<file path="config.mk">
export PLATFORM = sky130hd
export DESIGN_NAME = branch_predictor_flat
export DESIGN_NICKNAME = d
export VERILOG_FILES = /design/src/rtl/bp_pkg.sv /design/src/rtl/branch_predictor_if.sv /design/src/rtl/bp_idx_fifo.sv /design/src/rtl/branch_predictor.sv /design/src/flat_wrapper.sv
export SDC_FILE = /design/constraint.sdc
export NUM_CORES = 1
export LEC_CHECK = 0
export BUFFER_PORTS_ARGS = -buffer_cell sky130_fd_sc_hd__clkbuf_2
export CORE_ASPECT_RATIO = 2
export CORE_MARGIN = 5
export CORE_UTILIZATION = 45
export CTS_CLUSTER_DIAMETER = 100
export DETAILED_ROUTE_END_ITERATION = 8
export MAX_ROUTING_LAYER = met4
export PLACE_DENSITY = 0.65
export SYNTH_ARGS = -nofsm -noshare
export SYNTH_HDL_FRONTEND = slang
export SYNTH_SLANG_ARGS = --single-unit
</file>
<file path="constraint.sdc">
create_clock -name clk -period 5.21 [get_ports clk]
set_input_delay 0.521 -clock clk [delete_from_list [all_inputs] [get_ports clk]]
set_output_delay 0.521 -clock clk [all_outputs]
set_load 0.005 [all_outputs]
</file>
<file path="src/rtl/bp_pkg.sv">
// Shared counter type, constants and saturating-update helper for the branch predictor.
// Pure types/functions: no latency; no flow control.
package bp_pkg;

    typedef logic [1:0] cnt_t;

    localparam cnt_t CNT_RESET = 2'b01;
    localparam cnt_t CNT_MAX   = 2'd3;

    function automatic cnt_t sat_update(input cnt_t cnt, input logic taken);
        cnt_t res;
        if (taken) begin
            res = (cnt == CNT_MAX) ? CNT_MAX : cnt + 2'd1;
        end else begin
            res = (cnt == 2'd0) ? 2'd0 : cnt - 2'd1;
        end
        return res;
    endfunction

endpackage

</file>
<file path="src/rtl/branch_predictor_if.sv">
// IF lookup / EX feedback channel into the branch predictor.
// Prediction is combinational on the lookup; no backpressure, every pulse is consumed.
interface branch_predictor_if #(
    parameter int BIT_W = 32
);
    logic             lookup_valid;
    logic [BIT_W-1:0] lookup_pc;
    logic             predict_taken;
    logic             feedback_valid;
    logic             prediction_incorrect;
    logic             branch_taken;
    logic             flush;

    modport master (
        output lookup_valid, lookup_pc, feedback_valid, prediction_incorrect,
               branch_taken, flush,
        input  predict_taken
    );

    modport slave (
        input  lookup_valid, lookup_pc, feedback_valid, prediction_incorrect,
               branch_taken, flush,
        output predict_taken
    );
endinterface

</file>
<file path="src/rtl/bp_idx_fifo.sv">
// Circular queue of in-flight branch table indices with push/pop/flush and error strobes.
// Head visible combinationally, updates on the edge; full push without pop is dropped (overflow strobe).
module bp_idx_fifo
    import bp_pkg::*;
#(
    parameter  int IDX_W   = 4,
    parameter  int Q_DEPTH = 4,
    localparam int CNT_W   = $clog2(Q_DEPTH + 1)
) (
    input  logic             clk,
    input  logic             rst_n,
    input  logic             push_i,
    input  logic [IDX_W-1:0] push_idx_i,
    input  logic             pop_i,
    input  logic             flush_i,
    output logic [IDX_W-1:0] head_idx_o,
    output logic             empty_o,
    output logic [CNT_W-1:0] count_o,
    output logic             overflow_o,
    output logic             underflow_o
);
    localparam int PTR_W = (Q_DEPTH > 1) ? $clog2(Q_DEPTH) : 1;

    logic [IDX_W-1:0] mem_q [Q_DEPTH];
    logic [PTR_W-1:0] head_q, head_d, tail_q, tail_d;
    logic [CNT_W-1:0] count_q, count_d;
    logic             empty, full, pop_ok, push_ok;

    function automatic logic [PTR_W-1:0] ptr_inc(input logic [PTR_W-1:0] p);
        return (p == PTR_W'(Q_DEPTH - 1)) ? '0 : p + PTR_W'(1);
    endfunction

    assign empty   = (count_q == '0);
    assign full    = (count_q == CNT_W'(Q_DEPTH));
    assign pop_ok  = pop_i && !empty;
    // A same-cycle pop or flush frees a slot, so a push is only refused when neither happens.
    assign push_ok = push_i && (flush_i || !full || pop_ok);

    assign overflow_o  = push_i && !push_ok;
    assign underflow_o = pop_i && empty;
    assign head_idx_o  = mem_q[head_q];
    assign empty_o     = empty;
    assign count_o     = count_q;

    always_comb begin
        head_d  = head_q;
        tail_d  = tail_q;
        count_d = count_q;
        if (flush_i) begin
            head_d  = tail_q;
            count_d = '0;
            if (push_ok) begin
                tail_d  = ptr_inc(tail_q);
                count_d = CNT_W'(1);
            end
        end else begin
            if (pop_ok)  head_d = ptr_inc(head_q);
            if (push_ok) tail_d = ptr_inc(tail_q);
            if (push_ok && !pop_ok) begin
                count_d = count_q + CNT_W'(1);
            end else if (pop_ok && !push_ok) begin
                count_d = count_q - CNT_W'(1);
            end
        end
    end

    always_ff @(posedge clk or negedge rst_n) begin
        if (!rst_n) begin
            head_q  <= '0;
            tail_q  <= '0;
            count_q <= '0;
            for (int i = 0; i < Q_DEPTH; i++) mem_q[i] <= '0;
        end else begin
            head_q  <= head_d;
            tail_q  <= tail_d;
            count_q <= count_d;
            if (push_ok) mem_q[tail_q] <= push_idx_i;
        end
    end

endmodule

</file>
<file path="src/rtl/branch_predictor.sv">
// IF-stage 2-bit-counter branch predictor trained by in-order EX feedback; BP_BYPASS_EN forwards same-cycle updates.
// Prediction combinational (0 cycles), training on next edge; no backpressure, overflow/underflow are sticky flags.
module branch_predictor
    import bp_pkg::*;
#(
    parameter int BIT_W   = 32,
    parameter int IDX_W   = 4,
    parameter int Q_DEPTH = 4
) (
    input  logic                         clk,
    input  logic                         rst_n,
    branch_predictor_if.slave            bp_if,
    output logic [$clog2(Q_DEPTH+1)-1:0] q_count_o,
    output logic                         err_overflow_o,
    output logic                         err_underflow_o
);
    localparam int ENTRIES = 1 << IDX_W;

    cnt_t             table_q [ENTRIES];
    logic [BIT_W-1:0] pc;
    logic             unused_pc_bits;
    logic [IDX_W-1:0] lk_idx, upd_idx;
    logic             actual_taken, upd_en, fifo_empty;
    logic             ovf_stb, unf_stb;
    logic             err_ovf_q, err_ovf_d, err_unf_q, err_unf_d;
    cnt_t             upd_cnt;

    // Bit 0 is always zero for legal PCs; bit 1 distinguishes compressed instructions.
    assign pc             = bp_if.lookup_pc;
    assign lk_idx         = pc[IDX_W:1];
    assign unused_pc_bits = ^{pc[BIT_W-1:IDX_W+1], pc[0]};

    assign actual_taken = bp_if.branch_taken ^ bp_if.prediction_incorrect;
    assign upd_en       = bp_if.feedback_valid && !fifo_empty;
    assign upd_cnt      = sat_update(table_q[upd_idx], actual_taken);

`ifdef BP_BYPASS_EN
    assign bp_if.predict_taken = (upd_en && (upd_idx == lk_idx)) ? upd_cnt[1]
                                                                : table_q[lk_idx][1];
`else
    assign bp_if.predict_taken = table_q[lk_idx][1];
`endif

    bp_idx_fifo #(
        .IDX_W   (IDX_W),
        .Q_DEPTH (Q_DEPTH)
    ) u_idx_fifo (
        .clk         (clk),
        .rst_n       (rst_n),
        .push_i      (bp_if.lookup_valid),
        .push_idx_i  (lk_idx),
        .pop_i       (bp_if.feedback_valid),
        .flush_i     (bp_if.flush),
        .head_idx_o  (upd_idx),
        .empty_o     (fifo_empty),
        .count_o     (q_count_o),
        .overflow_o  (ovf_stb),
        .underflow_o (unf_stb)
    );

    assign err_ovf_d = err_ovf_q | ovf_stb;
    assign err_unf_d = err_unf_q | unf_stb;

    always_ff @(posedge clk or negedge rst_n) begin
        if (!rst_n) begin
            for (int i = 0; i < ENTRIES; i++) table_q[i] <= CNT_RESET;
            err_ovf_q <= 1'b0;
            err_unf_q <= 1'b0;
        end else begin
            if (upd_en) table_q[upd_idx] <= upd_cnt;
            err_ovf_q <= err_ovf_d;
            err_unf_q <= err_unf_d;
        end
    end

    assign err_overflow_o  = err_ovf_q;
    assign err_underflow_o = err_unf_q;

endmodule

</file>
<file path="src/flat_wrapper.sv">
// flat-port wrapper written by rule: the top's interface ports become plain ports
module branch_predictor_flat import bp_pkg::*;
#(
    parameter int BIT_W   = 32,
    parameter int IDX_W   = 4,
    parameter int Q_DEPTH = 4
)
  (clk, rst_n, q_count_o, err_overflow_o, err_underflow_o, bp_if_lookup_valid, bp_if_lookup_pc, bp_if_feedback_valid, bp_if_prediction_incorrect, bp_if_branch_taken, bp_if_flush, bp_if_predict_taken);
  branch_predictor_if #(.BIT_W(BIT_W)) bp_if_i ();
  input  logic clk;
  input  logic rst_n;
  output logic [$clog2(Q_DEPTH+1)-1:0] q_count_o;
  output logic err_overflow_o;
  output logic err_underflow_o;
  input wire logic [$bits(bp_if_i.lookup_valid)-1:0] bp_if_lookup_valid;
  input wire logic [$bits(bp_if_i.lookup_pc)-1:0] bp_if_lookup_pc;
  input wire logic [$bits(bp_if_i.feedback_valid)-1:0] bp_if_feedback_valid;
  input wire logic [$bits(bp_if_i.prediction_incorrect)-1:0] bp_if_prediction_incorrect;
  input wire logic [$bits(bp_if_i.branch_taken)-1:0] bp_if_branch_taken;
  input wire logic [$bits(bp_if_i.flush)-1:0] bp_if_flush;
  output wire logic [$bits(bp_if_i.predict_taken)-1:0] bp_if_predict_taken;
  assign bp_if_i.lookup_valid = bp_if_lookup_valid;
  assign bp_if_i.lookup_pc = bp_if_lookup_pc;
  assign bp_if_i.feedback_valid = bp_if_feedback_valid;
  assign bp_if_i.prediction_incorrect = bp_if_prediction_incorrect;
  assign bp_if_i.branch_taken = bp_if_branch_taken;
  assign bp_if_i.flush = bp_if_flush;
  assign bp_if_predict_taken = bp_if_i.predict_taken;
  branch_predictor #(.BIT_W(BIT_W), .IDX_W(IDX_W), .Q_DEPTH(Q_DEPTH)) u_core (.clk(clk), .rst_n(rst_n), .bp_if(bp_if_i), .q_count_o(q_count_o), .err_overflow_o(err_overflow_o), .err_underflow_o(err_underflow_o));
endmodule
</file>
### Yosys cells after proc, flatten, opt, wreduce, memory -nomap -nowiden

Cells that the tools add are included.

| word-level totals | value |
|---|---|
| word-level logic and storage cells | 92 |
| flip-flop bits (word level) | 57 |
| input port bits | 39 |
| output and inout bits | 6 |

| operators by class | value |
|---|---|
| $lt $le $gt $ge | 6 |
| add/sub/neg operators | 6 |
| bitwise logic cells | 7 |
| equality and inequality tests | 4 |
| reduce and logical (&&, ||, !) cells | 18 |
| mux-type cells | 26 |

Operator list:

| operator | number |
|---|---|
| $bwmux 32 | 1 |
| $mux 2 | 12 |
| $bmux 2 s4 | 2 |
| $bwmux 16 | 1 |
| $mux 4 | 3 |
| $ge 5x5->1 const B | 2 |
| $not 4->5 | 2 |
| $mux 3 | 3 |
| $bmux 4 s2 | 1 |
| $demux 2 s4 | 1 |
| $demux 4 s2 | 1 |
| $logic_and 1x1->1 | 8 |
| $add 2x1->2 const B | 3 |
| $eq 2x2->1 const B | 3 |
| $ge 3x3->1 const B | 2 |
| $not 2->3 | 2 |
| $lt 5x1->1 const B | 1 |
| $logic_not 1->1 | 4 |
| $add 3x1->3 const B | 1 |
| $eq 3x3->1 const B | 1 |
| $logic_not 3->1 | 1 |
| $lt 3x1->1 const B | 1 |
| $reduce_bool 3->1 | 1 |
| $sub 3x1->3 const B | 1 |
| 7 further kinds | 9 |

### Logic depth before layout (Yosys ltp)

Gate-level depths: netlist of the first run.

| depth | value |
|---|---|
| depth in word-level cells | 12 |
| mapped depth | 9 |
| mapped depth without buffers | 7 |

### Modules after synthesis

Synthesis of the first run repeated with hierarchy kept, for this count alone.

| unflattened totals | value |
|---|---|
| cell total of the unflattened synthesis | 246 |
| area, all modules | 3,067.9 µm² |

By module, submodules not included:

| module | area each (µm²) | cells each | times used | sequential area each (µm²) |
|---|---|---|---|---|
| branch_predictor | 1,826.8 | 137 | 1 | 870.8 |
| bp_idx_fifo | 1,241.2 | 109 | 1 | 575.6 |

### Worst setup path after synthesis of the first run

OpenSTA, ideal clock, no wires.

| timing | value |
|---|---|
| path kind | input to register |
| start point | in bp_if_flush |
| end point | reg u_core.u_idx_fifo.count_q[1], in the netlist u_core.u_idx_fifo.count_o[1] |
| required time | 5.078 ns |
| cell stages on the path | 8 |
| library setup time | 0.132 ns |
| path buffers | 1 |
| path slack | 2.719 ns |
| arrival time | 2.359 ns |
| cell sequence | clkbuf_1 > nor4_1 > a21oi_1 > and2_1 > fa_1 > a21oi_1 > a211oi_1 > nor3_1 |

| on the way | value |
|---|---|
| cells in the longest elaborated chain, start to end | 6 |
| elaborated cells between the ends (all ways) | 9 |
| those cells by class | mux: 2; reduce/logical: 7 |

Ends and longest elaborated chain:

| what | line | source |
|---|---|---|
| start, declared | flat_wrapper.sv:20 | `input wire logic [$bits(bp_if_i.flush)-1:0] bp_if_flush;` |
| $logic_or 1x1->1 (2 in series) | bp_idx_fifo.sv:37 | `assign push_ok = push_i && (flush_i \|\| !full \|\| pop_ok);` |
| $logic_and 1x1->1 | bp_idx_fifo.sv:37 |  |
| $logic_and 1x1->1 or $logic_not 1->1 (tied branches) | bp_idx_fifo.sv:59, bp_idx_fifo.sv:61 |  |
| $mux 3 or $logic_and 1x1->1 (tied branches) | bp_idx_fifo.sv:59, bp_idx_fifo.sv:61 |  |
| $mux 3 or $reduce_bool 3->1 (tied branches) | - |  |
| end signal, assigned | bp_idx_fifo.sv:76 | `count_q <= count_d;` |
| end, declared | bp_idx_fifo.sv:26 | `logic [CNT_W-1:0] count_q, count_d;` |

Parallel ways exist; a longest one is shown, timed or not.
A chain may end at the register's enable or synchronous reset.

### Worst setup path in the final report of the first run

| timing | value |
|---|---|
| start point | reg u_core.u_idx_fifo.head_q[0] |
| end point | reg u_core.table_q[16] (netlist bit) |

| on the way | value |
|---|---|
| cells in the longest elaborated chain, start to end | 12 |
| elaborated cells between the ends (all ways) | 21 |
| those cells by class | add/sub: 2; order compare: 2; eq/ne: 1; mux: 12; bitwise: 2; reduce/logical: 2 |

Ends and longest elaborated chain:

| what | line | source |
|---|---|---|
| start, declared | bp_idx_fifo.sv:25 | `logic [PTR_W-1:0] head_q, head_d, tail_q, tail_d;` |
| start signal, assigned | bp_idx_fifo.sv:69 | `head_q <= '0;` |
| start signal, assigned | bp_idx_fifo.sv:74 | `head_q <= head_d;` |
| $not 2->3 (not written as such) * | bp_idx_fifo.sv:41 | `assign head_idx_o = mem_q[head_q];` |
| $bmux 4 s2 * | bp_idx_fifo.sv:41 |  |
| $mux 4 (not written as such) * (2 in series) | bp_idx_fifo.sv:41 |  |
| $not 4->5 (not written as such) * | branch_predictor.sv:35, branch_predictor.sv:70 |  |
| $bmux 2 s4 | branch_predictor.sv:35 | `assign upd_cnt = sat_update(table_q[upd_idx], actual_taken);` |
| $mux 2 (not written as such) (2 in series) | branch_predictor.sv:35 |  |
| $sub 2x1->2, or another cell as far along | bp_pkg.sv:15 | `res = (cnt == 2'd0) ? 2'd0 : cnt - 2'd1;` |
| $mux 2 (on tied branches) | bp_pkg.sv:15, bp_pkg.sv:13 |  |
| $mux 2 | bp_pkg.sv:12 | `if (taken) begin` |
| $bwmux 32 * | branch_predictor.sv:70 | `if (upd_en) table_q[upd_idx] <= upd_cnt;` |
| end signal, assigned by index | branch_predictor.sv:70 |  |
| end, declared | branch_predictor.sv:19 | `cnt_t table_q [ENTRIES];` |

Mark *: on every way between the ends. The rest lies on a longest branch, timed or not. The select of a mux whose other input is x is not followed.

==> results.sh, run 1 <==
export IMPL_hold_buffers=0
export IMPL_worstPathRequired_ns=5.48
export IMPL_track_usage=0.1844
export IMPL_vias_per_cell=5.479
export IMPL_ys_top_cells_by_area="dfrtp_1 33%, dfstp_2 14%, mux2_2 7.7%, mux4_2 6.6%, mux2i_1 5.2%"
export IMPL_arrival_ns=3.14
export IMPL_num_vias=2093
export IMPL_port_buffers=16
export IMPL_clock_sinks=57
export IMPL_outcome="completed"
export IMPL_timing_hold_violations_final=0
export IMPL_maxSlewHeadroom=0.5217
export IMPL_grt_start_max_net_pins=58
export IMPL_wl_per_cell_um=17.54
export IMPL_slew_violations=0
export IMPL_dr_pass1_iters=4
export IMPL_die_x_um=68.53
export IMPL_clock_path_buffers=2
export IMPL_startpoint_type="flop"
export IMPL_drt_iter0_drc=101
export IMPL_finalNetCount=333
export IMPL_finalCritPeriodShare=0.5516
export IMPL_post_cts_repair_setup_buffers=0
export IMPL_dieArea_um2=8706
export IMPL_yosys_most_used_dff="dfrtp_1"
export IMPL_setup_tns_final_ns=0
export IMPL_final_setup_worst_slack_ns=2.336
export IMPL_place_ws_ns=2.302
export IMPL_clk_pin_slew_ns=0.05
export IMPL_dpl_instance_area_um2=3234
export IMPL_placementRows=42
export IMPL_syn_inst=270
export IMPL_async_flop_share=1.000
export IMPL_antenna_found_initial=0
export IMPL_ys_seq_area_frac=0.4692
export IMPL_final_cell_area_um2=3501
export IMPL_clk_latency_ns=0.33
export IMPL_grt_pass1_wl_mm=11.32
export IMPL_avgSynthCellArea_um2=11.42
export IMPL_finalClockSkew_ns=0.006053
export IMPL_p_per_area_nw_per_um2=760.4
export IMPL_synth_area_um2=3083
export IMPL_start_util=0.4619
export IMPL_worstMarginPinSlew_ns=0.7175
export IMPL_cap_viol_max_count=0
export IMPL_critPathCaptureType="flop"
export IMPL_gp_congestion=0.8591
export IMPL_hpwl_mm=5.037
export IMPL_fp_dieH_um=127.1
export IMPL_drc=0
export IMPL_p_leak_nw=1.482
export IMPL_drive_gt1_frac=0.3129
export IMPL_cts_root_buffer="clkbuf_16"
export IMPL_fill_cells=611
export IMPL_vdd_drop_max_mv=0.3902
export IMPL_rsz0062_at_grt="no"
export IMPL_synthDistinctLibCells=46
export IMPL_cts_tree="yes"
export IMPL_ant_nets=0
export IMPL_hold_class="in2async"
export IMPL_setup_viol=0
export IMPL_cts_resized=0
export IMPL_antenna_cells=0
export IMPL_synth_edf_count=0
export IMPL_ys_top_cells_by_count="41 x dfrtp_1, 29 x nand2_1, 28 x nor2_1"
export IMPL_crit_path_start="u_core.u_idx_fifo.head_q[0]"
export IMPL_ys_warn_count=0
export IMPL_grt_pass1_vias=2264
export IMPL_crit_fanout=22
export IMPL_wl_mm=6.701
export IMPL_total_power_mw=2.662
export IMPL_syn_nets=314
export IMPL_timing_hold_ws_ns=0.3332
export IMPL_cts_buffers=9
export IMPL_max_clock_freq_ghz=0.3479
export IMPL_h_tree_depth=3
export IMPL_synth_top_area_share=0.3328
export IMPL_pin_count=45
export IMPL_yosysMostFrequentCell="dfrtp_1"
export IMPL_rr_startpoint="u_core.u_idx_fifo.head_q[0]"
export IMPL_criticalPathCategory="reg2reg"
export IMPL_min_period_ns=2.874
export IMPL_overflow=0
export IMPL_yosysTopAreaCell="dfrtp_1"
export IMPL_coreArea_um2=6674
export IMPL_ys_seq_elements=57
export IMPL_syn_to_final_growth_pct=13.56
## critical path, cell delays in order (launching register included)
cell and delay [ns]:
dfrtp_1 0.55, mux4_2 0.84, mux4_1 0.59, mux2i_2 0.27
a31oi_4 0.09, nor3_2 0.27, mux2_2 0.19
## power by group
group	internal (mW)	switching, mW
sequential	0.680	0.145
clock	0.330	0.191
combinational	0.562	0.755
total	1.57	1.09
## cell families (layout without fill, tap and decap cells)
logic type | count (synthesis) | count (layout) | synth area share
multiplexers | 52 | 52 | 0.2293
buffers and inverters | 21 | 45 | 0.03084
XOR/XNOR | 5 | 5 | 0.01421
flip-flops | 57 | 57 | 0.4692
AO/OA/AOI/OAI | 50 | 50 | 0.1161
adder cells (fa/ha/maj) | 7 | 7 | 0.02963
AND/OR/NAND/NOR | 78 | 78 | 0.1108
## stage by stage
step / instances / util
after floorplan: 270 / -
after global placement: 366 / 0.4846
after detailed placement: 366 / 0.4846
after CTS: 382 / 0.5246
after global routing: 382 / 0.5246
final: 382 / 0.5246
## layout make-up
cell class | instances | area, um2 | area share
clock inverters | 4 | 20.02 | 0.005718
multi-input cells | 192 | 1541 | 0.4403
flip-flops and latches | 57 | 1446 | 0.4132
repair buffers | 18 | 95.09 | 0.02716
inverters | 11 | 41.29 | 0.01179
well taps | 88 | 110.1 | 0.03145
clock buffers | 12 | 246.5 | 0.07041
## worst paths after layout
path                       slack, ns                          to  cells after the start
max                             2.34          u_core.table_q[16]                      6
min                             0.33  u_core.u_idx_fifo.mem_q[8]                      2
max reg2reg                     2.34          u_core.table_q[16]                      6
min reg2reg                     0.46      u_core.err_underflow_o                      1
max in group asynchronous       4.40          u_core.table_q[17]                      2
min in group clk                0.46      u_core.err_underflow_o                      1
## registers in the layout, indices dropped and copies added (netlist names)
signal	cells
u_core.u_idx_fifo.mem_q	16
u_core.u_idx_fifo.head_q	2
u_core.u_idx_fifo.tail_q	2
u_core.u_idx_fifo.count_o	3
u_core.err_overflow_o	1
u_core.err_underflow_o	1
u_core.table_q	32
## layer usage
layer	GRT usage	up-vias	routed length, um
li1	-	1012	-
met1	0.1935	1016	2395
met2	0.3014	44	3745
met3	0.05185	21	247
met4	0.09965	0	313
met5	-	-	0
## layout by cell type, fill, tap and decap left out, types with 4 or more instances in the layout
| cell type | synthesis | final |
|---|---|---|
| clkinv_2 | 0 | 4 |
| mux2i_1 | 16 | 16 |
| ha_1 | 4 | 4 |
| o21ai_0 | 15 | 15 |
| inv_1 | 11 | 11 |
| mux4_2 | 9 | 9 |
| dfstp_2 | 16 | 16 |
| clkbuf_2 | 0 | 16 |
| a21oi_1 | 11 | 11 |
| clkbuf_16 | 0 | 9 |
| dfrtp_1 | 41 | 41 |
| nand2_1 | 29 | 29 |
| nand2b_1 | 4 | 4 |
| o31ai_1 | 6 | 6 |
| nor2_1 | 28 | 28 |
| o22ai_1 | 4 | 4 |
| mux2_2 | 21 | 21 |
(Power assumes the default switching activity.)
==> run 2: changes to the inputs <==
PLACE_DENSITY = 0.68   (was 0.65)
clock period = 2.5 ns   (was 5.21 ns; I/O delays follow)
==> run 2 against run 1 <==
Effect of this change: the run now ends with setup timing left; clock power grew 110%; critical path depth grew 1; global-route usage shrank 0.53 points; via count grew 3.2%; worst hold slack lost 0.26 ns; utilization grew 1.9 points; worst setup slack lost 2.4 ns; non-clock buffer count grew 14; clock skew grew 0.0017 ns; sequential share of layout area shrank 1.5 points; total power grew 120%; count of clock-buffer cells in the layout is the same; critical path type unchanged; largest power group unchanged; highest routed layer unchanged.
==> results.sh, run 2 (same netlist as run 1, synthesis figures left out) <==
export IMPL_outcome="finished with violations"
export IMPL_violations="setup timing"
export IMPL_overflow=0
export IMPL_place_ws_ns=-0.02544
export IMPL_clk_pin_slew_ns=0.05
export IMPL_dp_cells=379
export IMPL_vdd_drop_max_mv=0.6507
export IMPL_final_setup_worst_slack_ns=-0.02831
export IMPL_dr_pass1_iters=4
export IMPL_internal_power_mw=3.544
export IMPL_vias_per_cell=5.452
export IMPL_power_share_clock=0.184
export IMPL_finalCritPeriodShare=1.011
export IMPL_r2r_slack_ns=-0.03
export IMPL_wl_per_cell_um=16.85
export IMPL_antenna_found_initial=0
export IMPL_rsz0062_at_grt="yes"
export IMPL_worstMarginPinSlew_ns=0.7238
export IMPL_p_leak_nw=1.558
export IMPL_cts_tree="yes"
export IMPL_cts_buffers=9
export IMPL_layout_cells_non_filler=396
export IMPL_largest_reg_flops=32
export IMPL_h_tree_depth=3
export IMPL_clk_latency_ns=0.33
export IMPL_placementRows=42
export IMPL_arrival_ns=2.77
export IMPL_ant_nets=0
export IMPL_timing_hold_ws_ns=0.07189
export IMPL_reg2reg_to="u_core.table_q[4]"
export IMPL_cts_root_buffer="clkbuf_16"
export IMPL_wl_mm=6.672
export IMPL_switching_share=0.3967
export IMPL_finalClockSkew_ns=0.007739
export IMPL_crit_path_start="u_core.u_idx_fifo.head_q[0]"
export IMPL_drc=0
export IMPL_seqCellArea_um2=1446
export IMPL_cp_top_family="multiplexers"
export IMPL_slowest_stage="mux4_2"
export IMPL_fill_cells=619
export IMPL_clock_sinks=57
export IMPL_crit_fanout=13
export IMPL_cp_cell_sequence="mux4_2, buf_12, mux2i_2, o22ai_1, or2_1, maj3_2, o31ai_2"
export IMPL_path_buf_inv=1
export IMPL_num_vias=2159
export IMPL_startpoint_type="flop"
export IMPL_grt_start_max_net_pins=58
export IMPL_pin_count=45
export IMPL_die_x_um=68.53
export IMPL_max_flop_register="u_core.table_q"
export IMPL_grt_pass1_vias=2234
export IMPL_worstRegToRegCells=7
export IMPL_hpwl_mm=4.933
export IMPL_combPwrFrac=0.526
export IMPL_slew_violations=0
export IMPL_rr_startpoint="u_core.u_idx_fifo.head_q[0]"
export IMPL_timing_hold_violations_final=0
export IMPL_p_seq_frac=0.290
export IMPL_port_buffers=16
export IMPL_p_per_area_nw_per_um2=1619
export IMPL_utilization=0.5437
export IMPL_drive_gt1_frac=0.3539
export IMPL_setup_viol=2
export IMPL_critPathCaptureType="flop"
export IMPL_final_cell_mix="41 x dfrtp_1, 29 x nand2_1, 28 x nor2_1, 21 x mux2_2"
export IMPL_min_period_ns=2.528
export IMPL_track_usage=0.1791
export IMPL_criticalPathCategory="reg2reg"
export IMPL_coreArea_um2=6674
export IMPL_max_clock_freq_ghz=0.3955
export IMPL_start_util=0.4619
export IMPL_grt_pass1_wl_mm=11.03
export IMPL_critPathMaxStageDelay_ns=0.63
export IMPL_total_power_mw=5.874
export IMPL_finalNetCount=347
export IMPL_cap_viol_max_count=0
export IMPL_drt_iter0_drc=124
export IMPL_gp_congestion=0.8558
export IMPL_antenna_cells=0
export IMPL_dieArea_um2=8706
export IMPL_clock_path_buffers=2
export IMPL_syn_to_final_growth_pct=17.69
export IMPL_worstPathRequired_ns=2.74
export IMPL_final_common_cell="dfrtp_1"
export IMPL_multi_input_area_um2=1551
export IMPL_maxSlewHeadroom=0.5174
export IMPL_hold_class="in2async"
export IMPL_fp_dieH_um=127.1
export IMPL_netSwitchingPower_mw=2.330
==> run 2: timing repair <==
item                       4_1_cts  5_1_grt
resized for setup                0        8
pin swaps                        1        1
gates cloned                     0        0
hold buffers                     0        0
buffers inserted                 0        1
setup endpoints to repair        2       26
==> run 2: worst register-to-register path, cell delays in order, from the launching register on <==
cell and delay, ns:
dfrtp_1 0.39, mux4_2 0.63, buf_12 0.21, mux2i_2 0.21
o22ai_1 0.13, or2_1 0.22, maj3_2 0.40, o31ai_2 0.25
==> run 2: worst max-delay path by stage <==
stage | end | slack [ns] | depth (start not counted)
floorplan | u_core.table_q[16] | 0.14 | 8
global placement | u_core.table_q[8] | -0.004 | 7
detailed placement | u_core.table_q[4] | -0.03 | 7
CTS | u_core.table_q[4] | -0.03 | 7
global route | u_core.table_q[8] | -0.09 | 7
finish | u_core.table_q[4] | -0.03 | 7
==> run 2: area by class of cell <==
cell class,count,area share
tap,88,0.03034
multi-input combinational,192,0.4276
clock inverter,4,0.005517
timing repair buffer,32,0.05862
sequential,57,0.3986
inverter,11,0.01138
clock buffer,12,0.06793
==> run 2: through the flow <==
stage	TNS (ns)	cell area [um2]
6_report	-0.05040	3628
5_1_grt	-0.5541	3628
4_1_cts	-0.05600	3611
3_5_place_dp	-0.04840	3344
3_3_place_gp	-0.004480	3344
2_1_floorplan	0	3083
==> run 2: layer usage <==
layer / up-vias / global-route usage / routed length, um
met3: 17 / 0.03163 / 140
met4: 0 / 0.08206 / 216
li1: 1035 / - / -
met1: 1075 / 0.1963 / 2529
met2: 32 / 0.3037 / 3785
met5: - / - / 0
==> run 2: power by group through the flow <==
stage                     Clock, mW  Combinational [mW]  Sequential [mW]
after global placement            0                2.96             1.69
after CTS                      1.10                3.04             1.70
after detailed placement          0                3.02             1.71
final                          1.08                3.09             1.70
after floorplan                   0                2.25             1.60
after global routing           1.15                3.35             1.76
